$ cat config.mk
export PLATFORM = sky130hd
export DESIGN_NAME = siso_shift_controller
export DESIGN_NICKNAME = d
export VERILOG_FILES = /design/src/rtl/siso_shift_controller.sv
export SDC_FILE = /design/constraint.sdc
export NUM_CORES = 1
export LEC_CHECK = 0
export CELL_PAD_IN_SITES_DETAIL_PLACEMENT = 1
export CELL_PAD_IN_SITES_GLOBAL_PLACEMENT = 1
export CORE_UTILIZATION = 35
export DETAILED_ROUTE_END_ITERATION = 12
export PLACE_DENSITY = 0.82
export SLEW_MARGIN = 30
export SYNTH_ARGS = -nofsm -noshare
export SYNTH_HDL_FRONTEND = slang
export SYNTH_SLANG_ARGS = --single-unit
$ cat constraint.sdc
create_clock -name Clk_In -period 3.3 [get_ports Clk_In]
set_clock_uncertainty 0.15 [all_clocks]
set_input_delay 0.33 -clock Clk_In [delete_from_list [all_inputs] [get_ports Clk_In]]
set_output_delay 0.33 -clock Clk_In [all_outputs]
set_load 0.005 [all_outputs]
$ cat src/rtl/siso_shift_controller.sv
// Purpose: sequences one DEPTH-stage SISO. It serialises a word MSB-first, flushes the SISO, and recaptures the word.
// Latency: Result_Valid_Out is high in the (DATA_WIDTH+DEPTH+1)th cycle after the acceptance edge.
// Backpressure: Word_Ready_Out is high only in IDLE. The result is held stable until Result_Ready_In is seen.
//
// Ports:
//   Clk_In, Reset_In                   rising-edge clock, synchronous active-high reset
//   Word_Valid_In/Ready_Out/Data_In    word intake handshake
//   Abort_In                           drops the current transaction (ignored in IDLE)
//   SISO_Enable_Out/Shift_Out/
//   SISO_Serial_Data_Out/_In           pins of the controlled SISO
//   Result_Valid_Out/Data_Out/Ready_In recaptured word handshake
//   Error_Out                          recaptured word differs from sent word (qualified by valid)
//   Busy_Out                           controller not in IDLE
// Optional feature macro: SISO_CTRL_LOOPBACK_CHECK_EN builds the reference register and comparator.
module siso_shift_controller #(
  parameter int DATA_WIDTH = 8,
  parameter int DEPTH      = 4
) (
  input  logic                  Clk_In,
  input  logic                  Reset_In,
  input  logic                  Word_Valid_In,
  output logic                  Word_Ready_Out,
  input  logic [DATA_WIDTH-1:0] Word_Data_In,
  input  logic                  Abort_In,
  output logic                  SISO_Enable_Out,
  output logic                  SISO_Shift_Out,
  output logic                  SISO_Serial_Data_Out,
  input  logic                  SISO_Serial_Data_In,
  output logic                  Result_Valid_Out,
  output logic [DATA_WIDTH-1:0] Result_Data_Out,
  input  logic                  Result_Ready_In,
  output logic                  Error_Out,
  output logic                  Busy_Out
);

  localparam int CNT_W = $clog2(DATA_WIDTH + DEPTH + 1);

  // bit_cnt holds j-1 during post-acceptance cycle j.
  localparam logic [CNT_W-1:0] SHIFT_END    = CNT_W'(DATA_WIDTH - 1);
  localparam logic [CNT_W-1:0] FLUSH_END    = CNT_W'(DATA_WIDTH + DEPTH - 2);
  localparam logic [CNT_W-1:0] SAMPLE_START = CNT_W'(DEPTH);

  typedef enum logic [2:0] {
    ST_IDLE,
    ST_SHIFT,
    ST_FLUSH,
    ST_LAST,
    ST_RESULT
  } state_t;

  state_t                state, state_nxt;
  logic [CNT_W-1:0]      bit_cnt;
  logic [DATA_WIDTH-1:0] tx_reg;
  logic [DATA_WIDTH-1:0] rx_reg;
  logic [DATA_WIDTH-1:0] rx_shifted;
  logic                  accept;
  logic                  in_xfer;

  assign accept  = (state == ST_IDLE) && Word_Valid_In;
  assign in_xfer = (state == ST_SHIFT) || (state == ST_FLUSH) || (state == ST_LAST);

  always_comb begin
    state_nxt = state;
    case (state)
      ST_IDLE: begin
        if (Word_Valid_In) state_nxt = ST_SHIFT;
      end
      ST_SHIFT: begin
        if (Abort_In)                  state_nxt = ST_IDLE;
        else if (bit_cnt == SHIFT_END) state_nxt = (DEPTH > 1) ? ST_FLUSH : ST_LAST;
      end
      ST_FLUSH: begin
        if (Abort_In)                  state_nxt = ST_IDLE;
        else if (bit_cnt == FLUSH_END) state_nxt = ST_LAST;
      end
      ST_LAST: begin
        state_nxt = Abort_In ? ST_IDLE : ST_RESULT;
      end
      ST_RESULT: begin
        // Abort wins over the result handshake; both end in IDLE, but only the handshake delivers the word.
        if (Abort_In || Result_Ready_In) state_nxt = ST_IDLE;
      end
      default: state_nxt = ST_IDLE;
    endcase
  end

  // The first sampled bit is the sent MSB, so shift in at the LSB and let it walk up.
  always_comb begin
    rx_shifted    = rx_reg << 1;
    rx_shifted[0] = SISO_Serial_Data_In;
  end

  always_ff @(posedge Clk_In) begin
    if (Reset_In) begin
      state   <= ST_IDLE;
      bit_cnt <= '0;
      tx_reg  <= '0;
      rx_reg  <= '0;
    end else begin
      state <= state_nxt;
      if (accept) begin
        tx_reg  <= Word_Data_In;
        rx_reg  <= '0;
        bit_cnt <= '0;
      end else if (in_xfer) begin
        bit_cnt <= bit_cnt + CNT_W'(1);
        if (state == ST_SHIFT) tx_reg <= tx_reg << 1;
        // The sent MSB needs DEPTH shifts to reach the SISO output.
        if (bit_cnt >= SAMPLE_START) rx_reg <= rx_shifted;
      end
    end
  end

  assign Word_Ready_Out       = (state == ST_IDLE);
  assign Busy_Out             = (state != ST_IDLE);
  assign SISO_Enable_Out      = in_xfer;
  assign SISO_Shift_Out       = (state == ST_SHIFT) || (state == ST_FLUSH);
  assign SISO_Serial_Data_Out = (state == ST_SHIFT) && tx_reg[DATA_WIDTH-1];
  assign Result_Valid_Out     = (state == ST_RESULT);
  assign Result_Data_Out      = rx_reg;

`ifdef SISO_CTRL_LOOPBACK_CHECK_EN
  logic [DATA_WIDTH-1:0] ref_reg;

  always_ff @(posedge Clk_In) begin
    if (Reset_In)    ref_reg <= '0;
    else if (accept) ref_reg <= Word_Data_In;
  end

  assign Error_Out = (state == ST_RESULT) && (rx_reg != ref_reg);
`else
  assign Error_Out = 1'b0;
`endif

endmodule

== Yosys cells after proc, flatten, opt, wreduce, memory -nomap -nowiden ==
Index checks and enable logic that the tools add are counted.
Storage, ports and cells
  bits of input ports: 14
  bits in latches: 0
  memories kept: 0
  bits in registers: 23
  memory bits (read-only): 0
  bits in writable memories: 0
  logic and storage cells: 40
  output and inout bits: 15
Operators by class
  reduce and logical (&&, ||, !) cells: 13
  multipliers: 0
  shift-type cells: 0
  bitwise logic cells: 0
  add/subtract/negate cells: 1
  divide/modulo/power cells: 0
  multiplexer cells: 11
  $lt $le $gt $ge: 1
  eq/ne operators: 10
Operator list (count)
  $mux W8: 3
  $mux W3: 7
  $pmux W3 S5: 1
  $eq A3 B2 Y1 const B: 2
  $add A4 B1 Y4 const B: 1
  $eq A4 B3 Y1 const B: 1
  $eq A4 B4 Y1 const B: 1
  $ge A4 B3 Y1 const B: 1
  $reduce_and A2 Y1: 2
  $reduce_and A4 Y1: 1
  $reduce_bool A2 Y1: 2
  $eq A3 B1 Y1 const B: 1
  $eq A3 B3 Y1 const B: 1
  $logic_not A3 Y1: 1
  $logic_or A1 B1 Y1: 3
  $ne A3 B2 Y1 const B: 1
  $ne A3 B3 Y1 const B: 1
  $reduce_bool A3 Y1: 1
  $logic_and A1 B1 Y1: 2
  $ne A2 B1 Y1 const B: 1
  $ne A2 B2 Y1 const B: 1
  $reduce_or A2 Y1: 1

== Longest topological paths before layout ==
Gate-level depths: netlist of the first run.
  depth after elaboration: 5
  depth in mapped cells: 5
  mapped depth without buffers: 5

== Worst setup path after synthesis of the first run ==
No wires, ideal clock.
  path kind: register to register
  from: register state[2]
  to: register tx_reg[1]
  arrival: 1.235 ns
  stages on the path, launching flop included: 6
  path buffers: 2
  data required time: 3.009 ns
  path slack: 1.774 ns
  period minus slack after synthesis: 1.526 ns
  setup time: 0.141 ns
  path through: dfxtp_1 buf_2 or3b_2 clkbuf_1 nand2_1 a311oi_2
Between the ends
  longest elaborated chain between the ends: 5
  elaborated cells between the ends (all ways): 11
  classes of those cells: eq/ne (3); mux (1); reduce/logical (7)
RTL lines
  start, declared: line 51  | state_t state, state_nxt;
  start signal, assigned: line 100  | state <= state_nxt;
  $eq A3 B1 Y1 / $eq A3 B2 Y1 (equally long branches): line 60, 107
  $logic_or A1 B1 Y1 (2 in a row): line 60  | assign in_xfer = (state == ST_SHIFT) || (state == ST_FLUSH) || (state == ST_LAST);
  $reduce_bool A2 Y1 (no line)
  $reduce_and A2 Y1 (no line)
  end signal, assigned: line 102  | tx_reg <= Word_Data_In;
  end signal, assigned: line 107  | if (state == ST_SHIFT) tx_reg <= tx_reg << 1;
  end, declared: line 53  | logic [DATA_WIDTH-1:0] tx_reg;
Parallel ways exist; a longest one is shown, timed or not.
A chain may end at the register's enable or synchronous reset.

== Final worst setup path of the first run ==
  from: register state[1]
  to: output port SISO_Enable_Out
Between the ends
  longest elaborated chain between the ends: 3
  elaborated cells between the ends (all ways): 5
  classes of those cells: eq/ne (3); reduce/logical (2)
RTL lines
  $eq A3 B1 Y1 / $eq A3 B2 Y1 (equally long branches): line 60
  $logic_or A1 B1 Y1: line 60
  $logic_or A1 B1 Y1 *: line 60
  end, declared: line 25  | output logic SISO_Enable_Out,
Every way passes the cells marked *; elsewhere a longest branch is shown, timed or not.

==> impl_metrics.csv, run 1 <==
group,metric,value,unit
timing,drv_slew,0,
status,status,"finished clean",
logic_synthesis,synthTopCellsByCount,"dfxtp_1 (23), a21oi_1 (14), nand2_1 (14), nand3_1 (11), o21ai_0 (11)",
worst_setup_path,start_kind,"flip-flop",
route,drc,0,
route,wire_per_inst,14.40,um
worst_setup_path,cp.arrival,2440,ps
die,initial_utilization,0.3717,
finish,diodes,0,
die,fp.coreArea,3053,um^2
route,drt_pre_antenna_iters,4,
place,routabilityCongestion,0.8003,
clock_tree,cts_buffers,3,
finish,fin_nets,173,
logic_synthesis,netlist.area_leader.share,0.4057,
route,antenna_left,0,
logic_synthesis,yosys_warnings,0,
grt,grt_max_degree,16,
place,numPortBuffers,27,
grt,grt-ovfl-total,0,
logic_synthesis,ys_types,36,
clock_tree,htree_levels,1,
timing,hold_viol,0,
logic_synthesis,yosysTopAreaCell,"dfxtp_1",
die,die_x,58.94,um
run,max-cap-violations,0,
finish,drive_gt1_frac,0.08974,
route,via_per_inst,5.305,
grt,grtUsageTotal,0.1851,
power_and_ir_drop,p_clk_frac,0.275,
timing,final.min_clock_period,2915,ps
logic_synthesis,postSynthAreaPerCell,8.344,um^2
logic_synthesis,synth-seq-area-share,0.4057,
worst_setup_path,critPathRequiredTime,2820,ps
power_and_ir_drop,p_comb_frac,0.160,
clock_tree,clock_latency,330,ps
worst_setup_path,cp_max_fo,14,
timing,worst_slew_pin_slew,790.1,ps
die,ios,29,
logic_synthesis,synth_edf_count,0,
worst_setup_path,critPathCaptureType,"primary output",
power_and_ir_drop,power_density,368.7,nW/um^2
logic_synthesis,syn_inst,136,
grt,grt_pass1_wl,4781,um
timing,setup_violations,0,
finish,syn_to_final_growth,26.24,%
power_and_ir_drop,p_leak,0.4826,nW
die,row_count,20,
place,dp.final_hpwl,2054,um
hold_path,hp-class,"flip-flop to flip-flop",
clock_tree,cts-root-buf,"clkbuf_4",
timing,setup_tns,0,ps
timing,rsz0062_at_grt,"no",
clock_tree,holdBufCountCts,0,
clock_tree,cts_setup_buffers,0,
grt,grt_pass1_vias,1073,
worst_setup_path,criticalPathCategory,"flip-flop to primary output",
power_and_ir_drop,p_sw,0.1511,mW
clock_tree,clk_path_buf_depth,2,
route,routed-via-count,1061,
finish,fin_area,1433,um^2
route,wl,2879,um
logic_synthesis,synth_area_leaders,"dfxtp_1 (41%), a311oi_2 (7.9%), a21oi_1 (6.2%)",
grt,antenna_found_initial,0,
power_and_ir_drop,irDropWorstVdd,0.2151,mV
logic_synthesis,yosysMostFrequentCell,"dfxtp_1",
timing,max_freq,343.0,MHz
die,fp.dieH,58.94,um
timing,holdWs,333.8,ps
clock_tree,cts.clk_slew.worst_paths,150,ps
power_and_ir_drop,sw_frac_of_total,0.2861,
logic_synthesis,syn_area,1135,um^2
finish,fin_util,0.4693,
route,drtIter0Drc,21,
logic_synthesis,synth_nets,152,
place,placed_cell_area,1403,um^2
logic_synthesis,synth_ff_type,"dfxtp_1",
clock_tree,cts_resized,0,
power_and_ir_drop,p_int,0.3771,mW
logic_synthesis,synthArstFlopShare,0,
timing,relSlewSlack,0.4722,
clock_tree,clock_sinks,23,
die,die_area,3474,um^2
timing,period_share,0.8835,
finish,fillers,379,
clock_tree,tritoncts,"done",
power_and_ir_drop,seqPwrFrac,0.565,
logic_synthesis,ys_ff_latch,23,
## routing by layer
layer  part of all wire  global-route usage
met5                  0                   0
met4              0.014             0.08503
met3              0.037             0.04835
met2               0.49              0.3198
met1               0.46              0.2128
## kinds of logic after synthesis
| group | Yosys count | synth area share |
|---|---|---|
| AND/OR/NAND/NOR | 54 | 0.2492 |
| AO/OA/AOI/OAI | 38 | 0.2382 |
| buffers and inverters | 17 | 0.07386 |
| flip-flops | 23 | 0.4057 |
| adder cells (fa/ha/maj) | 2 | 0.02205 |
| other | 1 | 0.003304 |
| XOR/XNOR | 1 | 0.007719 |
## worst paths after layout
path	startpoint	endpoint	slack, ps	cells past startpoint
max	state[1]$_SDFFE_PP0P_	SISO_Enable_Out	380	3
min	tx_reg[4]$_SDFFE_PP0P_	tx_reg[4]$_SDFFE_PP0P_	330	2
max reg2reg	state[2]$_SDFFE_PP0P_	bit_cnt[0]$_SDFFE_PP0P_	1130	3
min reg2reg	tx_reg[4]$_SDFFE_PP0P_	tx_reg[4]$_SDFFE_PP0P_	330	2
## critical path: stages (launching register included)
cell,delay (ps)
dfxtp_1,460
o21bai_1,680
inv_1,400
clkdlybuf4s50_1,560
## layout by cell type, fill, tap and decap left out, types with 2 or more instances in the layout
cell type and n:
nor4b_1 2, clkdlybuf4s50_1 27, nand2_1 14, nand3_1 11, a311oi_2 6, o21ai_0 11, a21oi_1 14, dfxtp_1 23
nor3_1 3, nor2_1 10, ha_1 2, inv_1 5, or3_1 2, nand2b_1 3, clkbuf_4 3
## cell type report
| cell class | count | area, um^2 | area share |
|---|---|---|---|
| clock buffer | 3 | 22.52 | 0.01572 |
| clock inverter | 1 | 7.507 | 0.005240 |
| inverter | 5 | 18.77 | 0.01310 |
| multi-input combinational | 96 | 590.6 | 0.4122 |
| sequential | 23 | 460.4 | 0.3214 |
| tap | 44 | 55.05 | 0.03843 |
| timing repair buffer | 28 | 277.8 | 0.1939 |
## stage by stage
| step | power, mW | setup WS [ps] | instances |
|---|---|---|---|
| detailed placement | 0.3881 | 829.6 | 196 |
| CTS | 0.5342 | 438.7 | 200 |
| floorplan | 0.3550 | 1774 | 136 |
| global route | 0.5541 | 239.4 | 200 |
| global placement | 0.3834 | 897.8 | 196 |
| finish | 0.5281 | 384.6 | 200 |
## power by group through the flow
stage / Sequential, mW / Clock, mW / Combinational (mW)
2_1_floorplan: 0.300 / 0 / 0.0551
3_5_place_dp: 0.304 / 0 / 0.0842
3_3_place_gp: 0.303 / 0 / 0.0803
6_report: 0.298 / 0.145 / 0.0845
5_1_grt: 0.300 / 0.161 / 0.0929
4_1_cts: 0.298 / 0.151 / 0.0855
Note: power is estimated with default switching activity, not from simulation.
==> run 2: changes to the inputs <==
ABC_AREA = 1   (was default)
HOLD_SLACK_MARGIN = 0.1   (was default)
PLACE_DENSITY = 0.84   (was 0.82)
==> impl_metrics.csv, run 2 <==
group,metric,value,unit
die,initial_utilization,0.3695,
logic_synthesis,synth-seq-area-share,0.4048,
timing,worst_slew_pin_slew,554.2,ps
route,drt_pre_antenna_iters,4,
place,dp.final_hpwl,1989,um
route,drc,0,
logic_synthesis,yosysMostFrequentCell,"nand2_1",
finish,final_common_cell,"nand2_1",
die,ios,29,
die,row_count,20,
worst_setup_path,r2r-start,"state[0]$_SDFFE_PP0P_",
timing,relSlewSlack,0.6305,
finish,fin_area,1468,um^2
logic_synthesis,synth_edf_count,0,
grt,use_met2,0.2873,
grt,antenna_found_initial,0,
logic_synthesis,synth_ff_type,"dfxtp_1",
worst_setup_path,critPathCaptureType,"primary output",
worst_setup_path,crit_start,"state[2]$_SDFFE_PP0P_",
worst_setup_path,cp.arrival,1700,ps
die,die_x,59.01,um
logic_synthesis,netlist.area_leader.share,0.4048,
grt,grtUsageMet3,0.01965,
die,die_area,3482,um^2
timing,hold_viol,0,
finish,multi_input_area,591.8,um^2
hold_path,min-delay-start,"tx_reg[0]$_SDFFE_PP0P_",
finish,fin_nets,197,
grt,busiest_layer,"met2",
place,routabilityCongestion,0.8090,
logic_synthesis,syn_inst,152,
route,routed-via-count,1067,
status,status,"finished clean",
worst_setup_path,max_stage_delay,550,ps
route,antenna_left,0,
grt,grt_max_degree,14,
timing,period_share,0.6597,
logic_synthesis,ys_ff_latch,23,
worst_setup_path,worstPathCellList,"inv_2 > nor3_1 > clkdlybuf4s50_1",
clock_tree,htree_levels,1,
finish,diodes,0,
place,dp.cells,220,
logic_synthesis,synth_nets,168,
grt,grtUsageTotal,0.1675,
worst_setup_path,criticalPathCategory,"flip-flop to primary output",
timing,rsz0062_at_grt,"no",
logic_synthesis,postSynthAreaPerCell,7.483,um^2
clock_tree,holdBufCountCts,0,
power_and_ir_drop,power_density,696.7,nW/um^2
logic_synthesis,yosys_warnings,0,
worst_setup_path,start_kind,"flip-flop",
logic_synthesis,synth_area_leaders,"dfxtp_1 (40%), nand2_1 (18%), a21oi_1 (6.2%)",
timing,setup_tns,0,ps
worst_setup_path,critPathRequiredTime,2820,ps
timing,drv_slew,0,
timing,final.min_clock_period,2177,ps
die,fp.dieH,59.01,um
clock_tree,cts_buffers,3,
finish,syn_to_final_growth,29.04,%
power_and_ir_drop,irDropWorstVdd,0.2478,mV
clock_tree,cts-root-buf,"clkbuf_4",
route,via_per_inst,4.763,
route,wl,2608,um
logic_synthesis,ys_types,27,
grt,grt_pass1_wl,4512,um
timing,setup_violations,0,
power_and_ir_drop,p_leak,0.5312,nW
finish,drive_gt1_frac,0.08889,
timing,max_freq,459.4,MHz
timing,holdWs,329.4,ps
hold_path,hp-class,"flip-flop to flip-flop",
logic_synthesis,synthArstFlopShare,0,
power_and_ir_drop,power,1.022,mW
route,drtIter0Drc,30,
timing,setup_ws,1123,ps
hold_path,holdPathStages,2,
worst_setup_path,rr_worst_depth,5,
clock_tree,clock_sinks,23,
logic_synthesis,synthTopCellsByCount,"nand2_1 (54), dfxtp_1 (23), a21oi_1 (14), inv_1 (13), nand3_1 (9)",
logic_synthesis,syn_area,1137,um^2
worst_setup_path,cp_max_fo,7,
clock_tree,cts_setup_buffers,0,
clock_tree,cts.clk_slew.worst_paths,130,ps
die,fp.coreArea,3078,um^2
finish,fin_util,0.4768,
logic_synthesis,yosysTopAreaCell,"dfxtp_1",
place,placed_cell_area,1440,um^2
place,numPortBuffers,27,
clock_tree,clock_latency,310,ps
grt,globalRouteMet1Util,0.2164,
finish,final_cell_mix,"nand2_1 (54), clkdlybuf4s50_1 (27), dfxtp_1 (23), a21oi_1 (14), inv_1 (13)",
clock_tree,cts_resized,0,
clock_tree,clk_path_buf_depth,2,
finish,fillers,403,
run,max-cap-violations,0,
finish,fin_cells,224,
finish,seqCellArea,460.4,um^2
worst_setup_path,cp_slowest_cell,"dfxtp_1",
grt,grt_pass1_vias,1074,
grt,grt-ovfl-total,0,
route,wire_per_inst,11.64,um
place,dp_slack,1393,ps
clock_tree,tritoncts,"done",
run 2: cell count changes after synthesis, sizes merged, moves of 3 or more:
cell / change
a311oi: -6
clkbuf: -4
inv: +11
buf: -5
nand2: +41
a31oi: +7
nand2b: -3
o21ai: -9
run 2: critical path, delay by kind of cell, from the launching register on:
kind	cells	cell delay, ps
DFF	1	550
and+or+nand+nor	1	160
buffers and inverters	2	680
run 2: cells by family after synthesis:
group | synth area share
other cells | 0.003297
compound gates | 0.1397
fa+ha+maj | 0.02200
flops | 0.4048
simple gates | 0.3553
buf+inv | 0.07481
run 2: power by group:
part / total, mW / leakage (nW) / internal [mW] / switching, mW
logic: 0.514 / 0.326 / 0.214 / 0.300
registers: 0.377 / 0.187 / 0.324 / 0.0527
clock network: 0.132 / 0.0177 / 0.0452 / 0.0864
total: 1.02 / 0.531 / 0.583 / 0.439
run 2: final cells by class:
cell class	count	area share
clock buffer	3	0.01535
clock inverter	1	0.003410
inverter	16	0.04263
multi-input combinational	110	0.4032
sequential	23	0.3137
tap	44	0.03751
timing repair buffer	27	0.1841
run 2: worst paths after layout:
check / endpoint / slack (ps)
worst max-delay path: Result_Valid_Out / 1120
worst max register to register: bit_cnt[2]$_SDFFE_PP0P_ / 1540
worst min-delay path: tx_reg[0]$_SDFFE_PP0P_ / 330
worst min register to register: tx_reg[0]$_SDFFE_PP0P_ / 330
run 2: layer usage:
metal / vias to the layer above / wire length (um)
met2: 24 / 1177
met5: - / 0
li1: 545 / -
met1: 496 / 1298
met3: 2 / 107
met4: 0 / 24
